--- src/rtl/fp_pkg.sv ---
`default_nettype none
// +--------------------------------------------------------------------+
// | fp_pkg : FP8 format defaults and constants shared by the FP blocks  |
// | Rev 1.0                                                             |
// +--------------------------------------------------------------------+
package fp_pkg;
  localparam int FP_EXP_WIDTH      = 4;
  localparam int FP_MANTISSA_WIDTH = 3;
  localparam int FP_FPW            = FP_EXP_WIDTH + FP_MANTISSA_WIDTH + 1;

  localparam logic [7:0] FP_ONE  = 8'h38;
  localparam logic [7:0] FP_ZERO = 8'h00;
endpackage
`default_nettype wire

--- src/rtl/fp_add_single_cycle.sv ---
`default_nettype none
// +--------------------------------------------------------------------+
// | fp_add_single_cycle : FP adder, registered output, 1-cycle latency  |
// | Rev 1.0                                                             |
// +--------------------------------------------------------------------+
module fp_add_single_cycle import fp_pkg::*; #(
  parameter int  EXP_WIDTH      = FP_EXP_WIDTH,
  parameter int  MANTISSA_WIDTH = FP_MANTISSA_WIDTH,
  localparam int FPW            = EXP_WIDTH + MANTISSA_WIDTH + 1
) (
  input  logic           clk,
  input  logic           rstn,
  input  logic           in_vld,
  input  logic [FPW-1:0] a,
  input  logic [FPW-1:0] b,
  output logic           out_vld,
  output logic [FPW-1:0] sum
);
  localparam int GW = MANTISSA_WIDTH + 4;
  localparam int EW = EXP_WIDTH + 2;
  localparam logic signed [EW-1:0] c_one  = EW'(1);
  localparam logic signed [EW-1:0] c_zero = '0;
  localparam logic signed [EW-1:0] c_emax = EW'((1 << EXP_WIDTH) - 1);

  logic [FPW-1:0]        w_big, w_small, w_sum;
  logic [EXP_WIDTH-1:0]  w_dexp;
  logic [GW-1:0]         w_m_big, w_m_small;
  logic [GW:0]           w_m;
  logic signed [EW-1:0]  w_e;
  logic                  r_vld;
  logic [FPW-1:0]        r_sum;

  // Zero exponent is treated as zero (no subnormals); extra bits are truncated.
  always_comb begin
    w_big   = a;
    w_small = b;
    if (b[FPW-2:0] > a[FPW-2:0]) begin
      w_big   = b;
      w_small = a;
    end
    w_m_big   = (w_big[FPW-2 -: EXP_WIDTH] == '0) ? '0 :
                {1'b1, w_big[MANTISSA_WIDTH-1:0], 3'b000};
    w_m_small = (w_small[FPW-2 -: EXP_WIDTH] == '0) ? '0 :
                {1'b1, w_small[MANTISSA_WIDTH-1:0], 3'b000};
    w_dexp    = w_big[FPW-2 -: EXP_WIDTH] - w_small[FPW-2 -: EXP_WIDTH];
    w_m_small = w_m_small >> w_dexp;
    if (w_big[FPW-1] == w_small[FPW-1])
      w_m = {1'b0, w_m_big} + {1'b0, w_m_small};
    else
      w_m = {1'b0, w_m_big} - {1'b0, w_m_small};
    w_e = {2'b00, w_big[FPW-2 -: EXP_WIDTH]};
    if (w_m[GW]) begin
      w_m = w_m >> 1;
      w_e = w_e + c_one;
    end
    for (int k = 0; k < GW; k++) begin
      if (w_m != '0 && !w_m[GW-1]) begin
        w_m = w_m << 1;
        w_e = w_e - c_one;
      end
    end
    if (w_m == '0 || w_e <= c_zero)
      w_sum = '0;
    else if (w_e > c_emax)
      w_sum = {w_big[FPW-1], {(FPW-1){1'b1}}};
    else
      w_sum = {w_big[FPW-1], w_e[EXP_WIDTH-1:0], w_m[GW-2 -: MANTISSA_WIDTH]};
  end

  always_ff @(posedge clk or negedge rstn) begin
    if (!rstn) begin
      r_vld <= 1'b0;
      r_sum <= '0;
    end else begin
      r_vld <= in_vld;
      r_sum <= w_sum;
    end
  end

  assign out_vld = r_vld;
  assign sum     = r_sum;
endmodule
`default_nettype wire

--- src/rtl/fp_rr_arbiter.sv ---
`default_nettype none
// +--------------------------------------------------------------------+
// | fp_rr_arbiter : combinational round-robin pick starting at ptr      |
// | Rev 1.0                                                             |
// +--------------------------------------------------------------------+
module fp_rr_arbiter import fp_pkg::*; #(
  parameter int  N  = 4,
  localparam int IW = $clog2(N)
) (
  input  logic [N-1:0]  eligible,
  input  logic [IW-1:0] ptr,
  output logic [N-1:0]  grant,
  output logic [IW-1:0] grant_idx
);
  logic [IW-1:0] w_idx;

  // Scan from the farthest offset back to ptr so the nearest eligible wins.
  always_comb begin
    grant     = '0;
    grant_idx = '0;
    w_idx     = '0;
    for (int k = N - 1; k >= 0; k--) begin
      w_idx = IW'((int'(ptr) + k) % N);
      if (eligible[w_idx]) begin
        grant        = '0;
        grant[w_idx] = 1'b1;
        grant_idx    = w_idx;
      end
    end
  end
endmodule
`default_nettype wire

--- src/rtl/fp_add_share_ctrl.sv ---
`default_nettype none
// +--------------------------------------------------------------------+
// | fp_add_share_ctrl : round-robin sharing of one FP adder, per-       |
// | requester result buffers.                       Rev 1.0             |
// +--------------------------------------------------------------------+
module fp_add_share_ctrl import fp_pkg::*; #(
  parameter int  EXP_WIDTH      = FP_EXP_WIDTH,
  parameter int  MANTISSA_WIDTH = FP_MANTISSA_WIDTH,
  parameter int  NUM_REQ        = 4,
  localparam int FPW            = EXP_WIDTH + MANTISSA_WIDTH + 1
) (
  input  logic                   clk,
  input  logic                   rstn,
  input  logic [NUM_REQ-1:0]     req_valid,
  output logic [NUM_REQ-1:0]     req_ready,
  input  logic [NUM_REQ*FPW-1:0] req_a,
  input  logic [NUM_REQ*FPW-1:0] req_b,
  output logic [NUM_REQ-1:0]     rsp_valid,
  input  logic [NUM_REQ-1:0]     rsp_ready,
  output logic [NUM_REQ*FPW-1:0] rsp_data,
  output logic                   busy
);
  localparam int IW = $clog2(NUM_REQ);
  localparam logic [IW-1:0] c_last = IW'(NUM_REQ - 1);

  logic [NUM_REQ-1:0]     w_eligible, w_grant, w_rsp_hs, r_pending, r_rsp_valid;
  logic [IW-1:0]          w_grant_idx, r_ptr, r_iss_id, r_add_id;
  logic [FPW-1:0]         w_op_a, w_op_b, r_iss_a, r_iss_b, w_add_sum;
  logic                   r_iss_vld, w_add_vld;
  logic [NUM_REQ*FPW-1:0] r_rsp_data;

  // A requester with a result outstanding is masked until its buffer drains.
  assign w_eligible = req_valid & ~r_pending;
  assign w_rsp_hs   = r_rsp_valid & rsp_ready;

  fp_rr_arbiter #(.N(NUM_REQ)) u_arb (
    .eligible  (w_eligible),
    .ptr       (r_ptr),
    .grant     (w_grant),
    .grant_idx (w_grant_idx)
  );

  always_comb begin
    w_op_a = '0;
    w_op_b = '0;
    if (|w_grant) begin
      w_op_a = req_a[w_grant_idx*FPW +: FPW];
      w_op_b = req_b[w_grant_idx*FPW +: FPW];
    end
  end

  fp_add_single_cycle #(
    .EXP_WIDTH      (EXP_WIDTH),
    .MANTISSA_WIDTH (MANTISSA_WIDTH)
  ) u_add (
    .clk     (clk),
    .rstn    (rstn),
    .in_vld  (r_iss_vld),
    .a       (r_iss_a),
    .b       (r_iss_b),
    .out_vld (w_add_vld),
    .sum     (w_add_sum)
  );

  always_ff @(posedge clk or negedge rstn) begin
    if (!rstn) begin
      r_ptr       <= '0;
      r_pending   <= '0;
      r_iss_vld   <= 1'b0;
      r_iss_id    <= '0;
      r_iss_a     <= '0;
      r_iss_b     <= '0;
      r_add_id    <= '0;
      r_rsp_valid <= '0;
      r_rsp_data  <= '0;
    end else begin
      if (|w_grant)
        r_ptr <= (w_grant_idx == c_last) ? '0 : w_grant_idx + 1'b1;
      r_pending <= (r_pending | w_grant) & ~w_rsp_hs;
      r_iss_vld <= |w_grant;
      r_iss_id  <= w_grant_idx;
      r_iss_a   <= w_op_a;
      r_iss_b   <= w_op_b;
      r_add_id  <= r_iss_id;
      for (int i = 0; i < NUM_REQ; i++) begin
        if (w_add_vld && r_add_id == IW'(i)) begin
          r_rsp_valid[i]             <= 1'b1;
          r_rsp_data[i*FPW +: FPW]   <= w_add_sum;
        end else if (w_rsp_hs[i]) begin
          r_rsp_valid[i] <= 1'b0;
        end
      end
    end
  end

  assign req_ready = w_grant;
  assign rsp_valid = r_rsp_valid;
  assign rsp_data  = r_rsp_data;
  assign busy      = r_iss_vld | w_add_vld | (|r_rsp_valid);
endmodule
`default_nettype wire

--- config.mk ---
export PLATFORM = sky130hd
export DESIGN_NAME = fp_add_share_ctrl
export DESIGN_NICKNAME = d
export VERILOG_FILES = /design/src/rtl/fp_pkg.sv /design/src/rtl/fp_add_single_cycle.sv /design/src/rtl/fp_rr_arbiter.sv /design/src/rtl/fp_add_share_ctrl.sv
export SDC_FILE = /design/constraint.sdc
export NUM_CORES = 1
export LEC_CHECK = 0
export ABC_AREA = 1
export BUFFER_PORTS_ARGS = -buffer_cell sky130_fd_sc_hd__buf_4
export CAP_MARGIN = 30
export CELL_PAD_IN_SITES_DETAIL_PLACEMENT = 0
export CELL_PAD_IN_SITES_GLOBAL_PLACEMENT = 2
export CORE_ASPECT_RATIO = 1.4
export CORE_MARGIN = 2
export CORE_UTILIZATION = 33
export DETAILED_ROUTE_END_ITERATION = 16
export PLACE_DENSITY = 0.89
export SLEW_MARGIN = 20
export SYNTH_ARGS = -nofsm -noshare
export SYNTH_HDL_FRONTEND = slang
export SYNTH_SLANG_ARGS = --single-unit
--- constraint.sdc ---
create_clock -name clk -period 14.3 [get_ports clk]
set_clock_uncertainty 0.2 [all_clocks]
set_input_delay 0.715 -clock clk [delete_from_list [all_inputs] [get_ports clk]]
set_output_delay 0.715 -clock clk [all_outputs]
set_load 0.05 [all_outputs]
* After elaboration in Yosys (flattened, before gate mapping)
Index checks and enable logic that the tools add are counted.
** Storage, ports and cells
- Logic and storage cells :: 157
- Output and inout port bits :: 41
- Register bits after elaboration :: 72
** Operators by class
- Equality and inequality tests :: 5
- $lt $le $gt $ge :: 11
- Reductions and logical operators :: 40
- Muxes and demuxes :: 58
- Add/subtract/negate cells :: 15
- Bitwise gates (word level) :: 8
- Shift operators :: 3
** Operators by type and width (count)
- 8-bit two-way mux :: 13
- 32-bit by 6-bit variable part select with 8-bit output :: 2
- 8-bit nonzero test :: 7
- 6-bit two-way mux :: 8
- 6-bit by 2-bit subtractor with 6-bit output, second input constant :: 7
- 7-bit two-way mux :: 4
- 1-bit two-way mux :: 16
- 4-bit two-way mux :: 4
- 1-bit logical AND :: 15
- 4-bit AND :: 3
- 2-bit by 3-bit less-than comparator with 1-bit output, second input constant :: 4
- 2-bit two-way mux :: 5
- 7-bit by 7-bit adder with 8-bit output :: 1
- 1-bit binary-select mux with 2-bit select :: 4
- 1-bit demux with 2-bit select :: 4
- 2-bit by 1-bit greater-or-equal comparator with 1-bit output, second input constant :: 4
- 4-bit logical NOT :: 2
- 8-bit logical NOT :: 1
- 4-bit inverter :: 2
- 2-bit nonzero test :: 4
- 4-bit OR reduction :: 2
- 7-bit by 7-bit subtractor with 8-bit output :: 1
- 7-bit greater-than comparator :: 1
- 1-bit logical NOT :: 7
- 14 further kinds :: 19

* Depth between registers and ports, before layout
- Depth after elaboration :: 32
- Mapped depth :: 63
- Gate-level depth less buffers :: 62

* Cells and area by module
Synthesis repeated with hierarchy kept, for this count alone.
** Second synthesis, totals
- Cells, all modules :: 1065
- Area, all modules :: 6695.2 µm²
** By module, submodules not included
- fp_add_single_cycle :: times used 1, area each 3338.2 µm², cells each 606
- fp_add_share_ctrl :: times used 1, area each 2901.5 µm², cells each 375
- fp_rr_arbiter :: times used 1, area each 455.4 µm², cells each 84

* Worst setup path before layout
Ideal clock, no wire load.
- Path type :: reg2reg
- From :: register r_iss_a[3]
- To :: register u_add.r_sum[0] (netlist: u_add.sum[0])
- Cell stages (with the launch flop) :: 58
- Arrival :: 7.463 ns
- Buffers on the path :: 2
- Setup time :: 0.113 ns
- Period minus slack after synthesis :: 7.776 ns
- Data required time :: 13.987 ns
- Setup slack :: 6.524 ns
- Cell sequence :: dfrtp_1 > inv_1 > ha_1 > buf_2 > nand2_1 > nor2_4 > nand4_4 > nand2_4 > nand2_2 > nand2_4 > nand2_4 > ha_1 > inv_1 > nand3_1 > nand2_1 > nand3_2 > ha_1 > nand3_1 > (+22 left out) > ha_1 > nand2_1 > nand2_1 > ha_1 > nand2_1 > nand2_1 > ha_1 > inv_1 > nand2_1 > o21ai_0 > a21oi_1 > nand3_1 > nor2_1 > nand2_1 > inv_2 > nor2_8 > nand2_1 > inv_1
** On the way
- Cells in the longest elaborated chain, start to end :: 32
- Elaborated cells on any way between the ends :: 64
** Ends and longest elaborated chain
- start, declared :: RTL line fp_add_share_ctrl.sv:28 : logic [FPW-1:0] w_op_a, w_op_b, r_iss_a, r_iss_b, w_add_sum;
- start signal, assigned :: RTL line fp_add_share_ctrl.sv:82 : r_iss_a <= w_op_a;
- branches (longest 31 deep; another with 7-bit by 7-bit subtractor with 8-bit output)
- 8-bit two-way mux (*) :: RTL line fp_add_single_cycle.sv:62 : if (w_m == '0 || w_e <= c_zero)
- via u_add.w_sum[0] :: RTL line fp_add_single_cycle.sv:25 : logic [FPW-1:0] w_big, w_small, w_sum;
- end signal, assigned :: RTL line fp_add_single_cycle.sv:76 : r_sum <= w_sum;
- end, declared :: RTL line fp_add_single_cycle.sv:31 : logic [FPW-1:0] r_sum;
Mark *: on every way through the listed nets, which the timed path passes.
A chain may end at the register's enable or synchronous reset.

* Worst setup path after layout
- From :: register r_iss_a[3]
- To :: register u_add.r_sum[4] (netlist: u_add.sum[4])
Same word-level chain as after synthesis.

==> summary.txt <==
FLOORPLAN
-----------------------------------------------------------------------------------------------
Die extent in y ..................................................................       166 um
Total die area ...................................................................   20000 um^2
Std-Cell Core Area ...............................................................   18500 um^2
Floorplan row count ..............................................................           59
Boundary pin count ...............................................................          115
Die span in x ....................................................................       120 um
Starting density of the core .....................................................        33.6%

ROUTING
-----------------------------------------------------------------------------------------------
Detail-routed net length per standard cell .......................................      13.5 um
Wirelength, routed ...............................................................      17.2 mm
Iteration-0 DRC Markers ..........................................................          289
Via density per instance .........................................................         4.62
Remaining antenna violation count after routing ..................................            0
Post-detailed-route DRC marker count .............................................            0
First-pass DRT Iterations ........................................................            5
Total via count after detailed routing ...........................................         5900

STA
-----------------------------------------------------------------------------------------------
Clock period minus worst slack ...................................................      8.58 ns
Setup repair after global routing missed its margin ..............................           no
Hold Violations, Final ...........................................................            0
Final Setup Violations ...........................................................            0
Maximum achievable frequency .....................................................      117 MHz
Sum of negative setup slack ......................................................         0 ns
Worst relative slew slack ........................................................        48.4%
Period Utilization, post-route ...................................................        60.0%
Count of final max-slew check failures ...........................................            0
Slew at the pin with the worst max-slew slack ....................................     0.774 ns
Final critical-path setup slack ..................................................      5.72 ns

CLOCK NETWORK
-----------------------------------------------------------------------------------------------
Post-cts repair resize count .....................................................            0
Number of setup buffers added after CTS ..........................................            0
CTS tree .........................................................................          yes
Latest clock arrival within the worst-skew pair ..................................      0.33 ns
Number of buffers inserted by hold repair at cts .................................            0
Clock Sink Count .................................................................           72
Clock root buffer master ......................................................... sky130_fd_sc_hd__clkbuf_16
Largest buffer count on any clock path ...........................................            2
Clock input transition at the sequential cells of the worst setup and hold paths .      0.06 ns
Number of CTS-inserted buffers ...................................................            9
H-tree depth .....................................................................            3

GLOBAL ROUTING
-----------------------------------------------------------------------------------------------
Total Routing Usage GR ...........................................................        17.8%
Via count of the first global-routing pass .......................................         5851
Pin count of the biggest net entering global routing .............................           73
Initial antenna violation count ..................................................            0
Residual overflow from global routing ............................................            0
First-pass GRT wire length .......................................................      29.0 mm

SETUP PATH
-----------------------------------------------------------------------------------------------
Critical path endpoint category ..................................................    flip-flop
Required time of the critical path ...............................................     14.33 ns
Largest fanout on the critical path ..............................................           18
FF-to-FF path depth ..............................................................           55
Largest stage delay on the critical path .........................................      0.44 ns
Cell with the largest stage delay on the worst path .............................. sky130_fd_sc_hd__ha_1
Critical path type ............................................................... flip-flop to flip-flop
Most repeated library cell on the critical path .................................. sky130_fd_sc_hd__nand2_1
Arrival @ worst endpoint .........................................................      8.60 ns
Worst reg2reg startpoint .........................................................   r_iss_a[3]
Worst setup SP type ..............................................................    flip-flop
CP Launch Point ..................................................................   r_iss_a[3]

FINAL LAYOUT
-----------------------------------------------------------------------------------------------
Diode count ......................................................................            0
Proportion of layout cells with a drive suffix above 1 ...........................        23.5%
Area growth, synth to finish .....................................................        23.0%
Layout Nets ......................................................................         1128
Post-route non-filler standard cell count ........................................         1277
Share of the core filled with cells ..............................................        41.3%

YOSYS
-----------------------------------------------------------------------------------------------
Number of register bits inferred by synthesis ....................................           72
Post-synthesis instance area .....................................................    6220 um^2
Gate count of the mapped netlist .................................................          920
Number of distinct standard cells referenced by the synthesized netlist ..........           43
Mean Syn Cell Area ...............................................................    6.76 um^2
Primary flip-flop cell chosen by synthesis mapping ............................... sky130_fd_sc_hd__dfrtp_1
Dominant cell by count in the synthesized netlist ................................ sky130_fd_sc_hd__nand2_1
Number of enable-type register cells in the synthesized netlist ..................            0
Sequential cell area fraction in the yosys report ................................        29.0%
Synthesized netlist net count ....................................................         1020
Most area-consuming cells after synthesis ........................................ sky130_fd_sc_hd__dfrtp_1, sky130_fd_sc_hd__nand2_1, sky130_fd_sc_hd__inv_1, sky130_fd_sc_hd__o21ai_0, sky130_fd_sc_hd__nand3_1
Post-synth top area cell ......................................................... sky130_fd_sc_hd__dfrtp_1
Fraction of post-synthesis cell area in the top cell type by area ................        29.0%
Share of synthesized flip-flops with an asynchronous set or reset ................         100%
Most common library cells after synthesis ........................................ sky130_fd_sc_hd__nand2_1, sky130_fd_sc_hd__inv_1, sky130_fd_sc_hd__o21ai_0, sky130_fd_sc_hd__nand3_1, sky130_fd_sc_hd__dfrtp_1
Synthesis warning total ..........................................................            0

FLOW RUN
-----------------------------------------------------------------------------------------------
Number of maximum-capacitance constraint violations ..............................            0

OUTCOME
-----------------------------------------------------------------------------------------------
Outcome .......................................................................... finished clean

PLACEMENT
-----------------------------------------------------------------------------------------------
Placement-stage worst setup slack ................................................      5.74 ns
DP HPWL ..........................................................................      13.9 mm
Buffers on Ports .................................................................          114
# placed instances ...............................................................         1260
RD Place Congestion ..............................................................        0.881

MIN PATH
-----------------------------------------------------------------------------------------------
Class of the tightest hold or removal check ...................................... input pin to asynchronous set/reset pin

[layout by cell type, fill, tap and decap left out, types with 13 or more instances in the layout]
cell type / netlist / layout
sky130_fd_sc_hd__inv_1: 143 / 143
sky130_fd_sc_hd__nor2_1: 37 / 37
sky130_fd_sc_hd__nand3_1: 88 / 88
sky130_fd_sc_hd__nand2_4: 15 / 15
sky130_fd_sc_hd__o21ai_0: 89 / 89
sky130_fd_sc_hd__nand2_1: 222 / 221
sky130_fd_sc_hd__a21oi_1: 57 / 57
sky130_fd_sc_hd__ha_1: 25 / 25
sky130_fd_sc_hd__dfrtp_1: 72 / 72
sky130_fd_sc_hd__nand2_2: 34 / 35
sky130_fd_sc_hd__inv_2: 13 / 13
sky130_fd_sc_hd__buf_4: 0 / 117
[worst max-delay path, delay by kind of cell (launching register included)]
kind                     cells  cell delay (ns)
XOR/XNOR                     1             0.17
adder cells (fa/ha/maj)      9             2.84
AND/OR/NAND/NOR             33             3.36
AO/OA/AOI/OAI                6             1.00
flip-flops                   1             0.34
buffers and inverters        6             0.55
[worst paths after layout]
kind,to,slack (ns)
setup / recovery,u_add.sum[4],5.72
hold reg to reg,r_add_id[1],0.15
setup reg to reg,u_add.sum[4],5.72
hold / removal,r_ptr[0],0.04
min in group clk,r_add_id[1],0.15
max in group asynchronous,rsp_data[3],13.31
[metal layers]
metal,global-route usage [%],vias to the layer above,part of all wire [%]
li1,-,3180,-
met1,22.4,2602,44
met2,31.8,103,51
met3,2.06,15,3.4
met4,4.86,0,1.6
met5,0,-,0
[logic make-up (layout without fill, tap and decap cells)]
| family | count (synthesis) | count (layout) | synth area share [%] |
|---|---|---|---|
| simple gates | 454 | 454 | 37.5 |
| xor+xnor | 11 | 11 | 1.55 |
| buf+inv | 179 | 292 | 11.2 |
| flops | 72 | 72 | 29.0 |
| mux | 2 | 2 | 0.322 |
| compound gates | 176 | 176 | 15.1 |
| fa+ha+maj | 26 | 26 | 5.35 |
[stage by stage]
stage | area (um^2) | hold WS, ns
after detailed placement | 7310 | 0.142
after CTS | 7620 | 0.156
final | 7640 | 0.0386
after floorplan | 6220 | 0.131
after global placement | 7310 | 0.132
after global routing | 7640 | 0.0434
[state kept, by name (all words and copies together) (netlist names)]
signal         count
rsp_valid          4
r_iss_b            8
r_iss_vld          1
r_add_id           2
rsp_data          32
u_add.sum          8
r_iss_id           2
r_ptr              2
r_pending          4
r_iss_a            8
u_add.out_vld      1
[layout make-up]
type	instances	area, um^2
Timing Repair Buffer	118	906
Multi-Input combinational cell	669	3730
Tap cell	244	305
Inverter	158	593
Fill cell	1971	10900
Clock inverter	7	86.3
Clock buffer	9	225
Sequential cell	72	1800
Power is not shown: default switching activity piles up to over one toggle a cycle in this logic, so the estimate is an artifact.
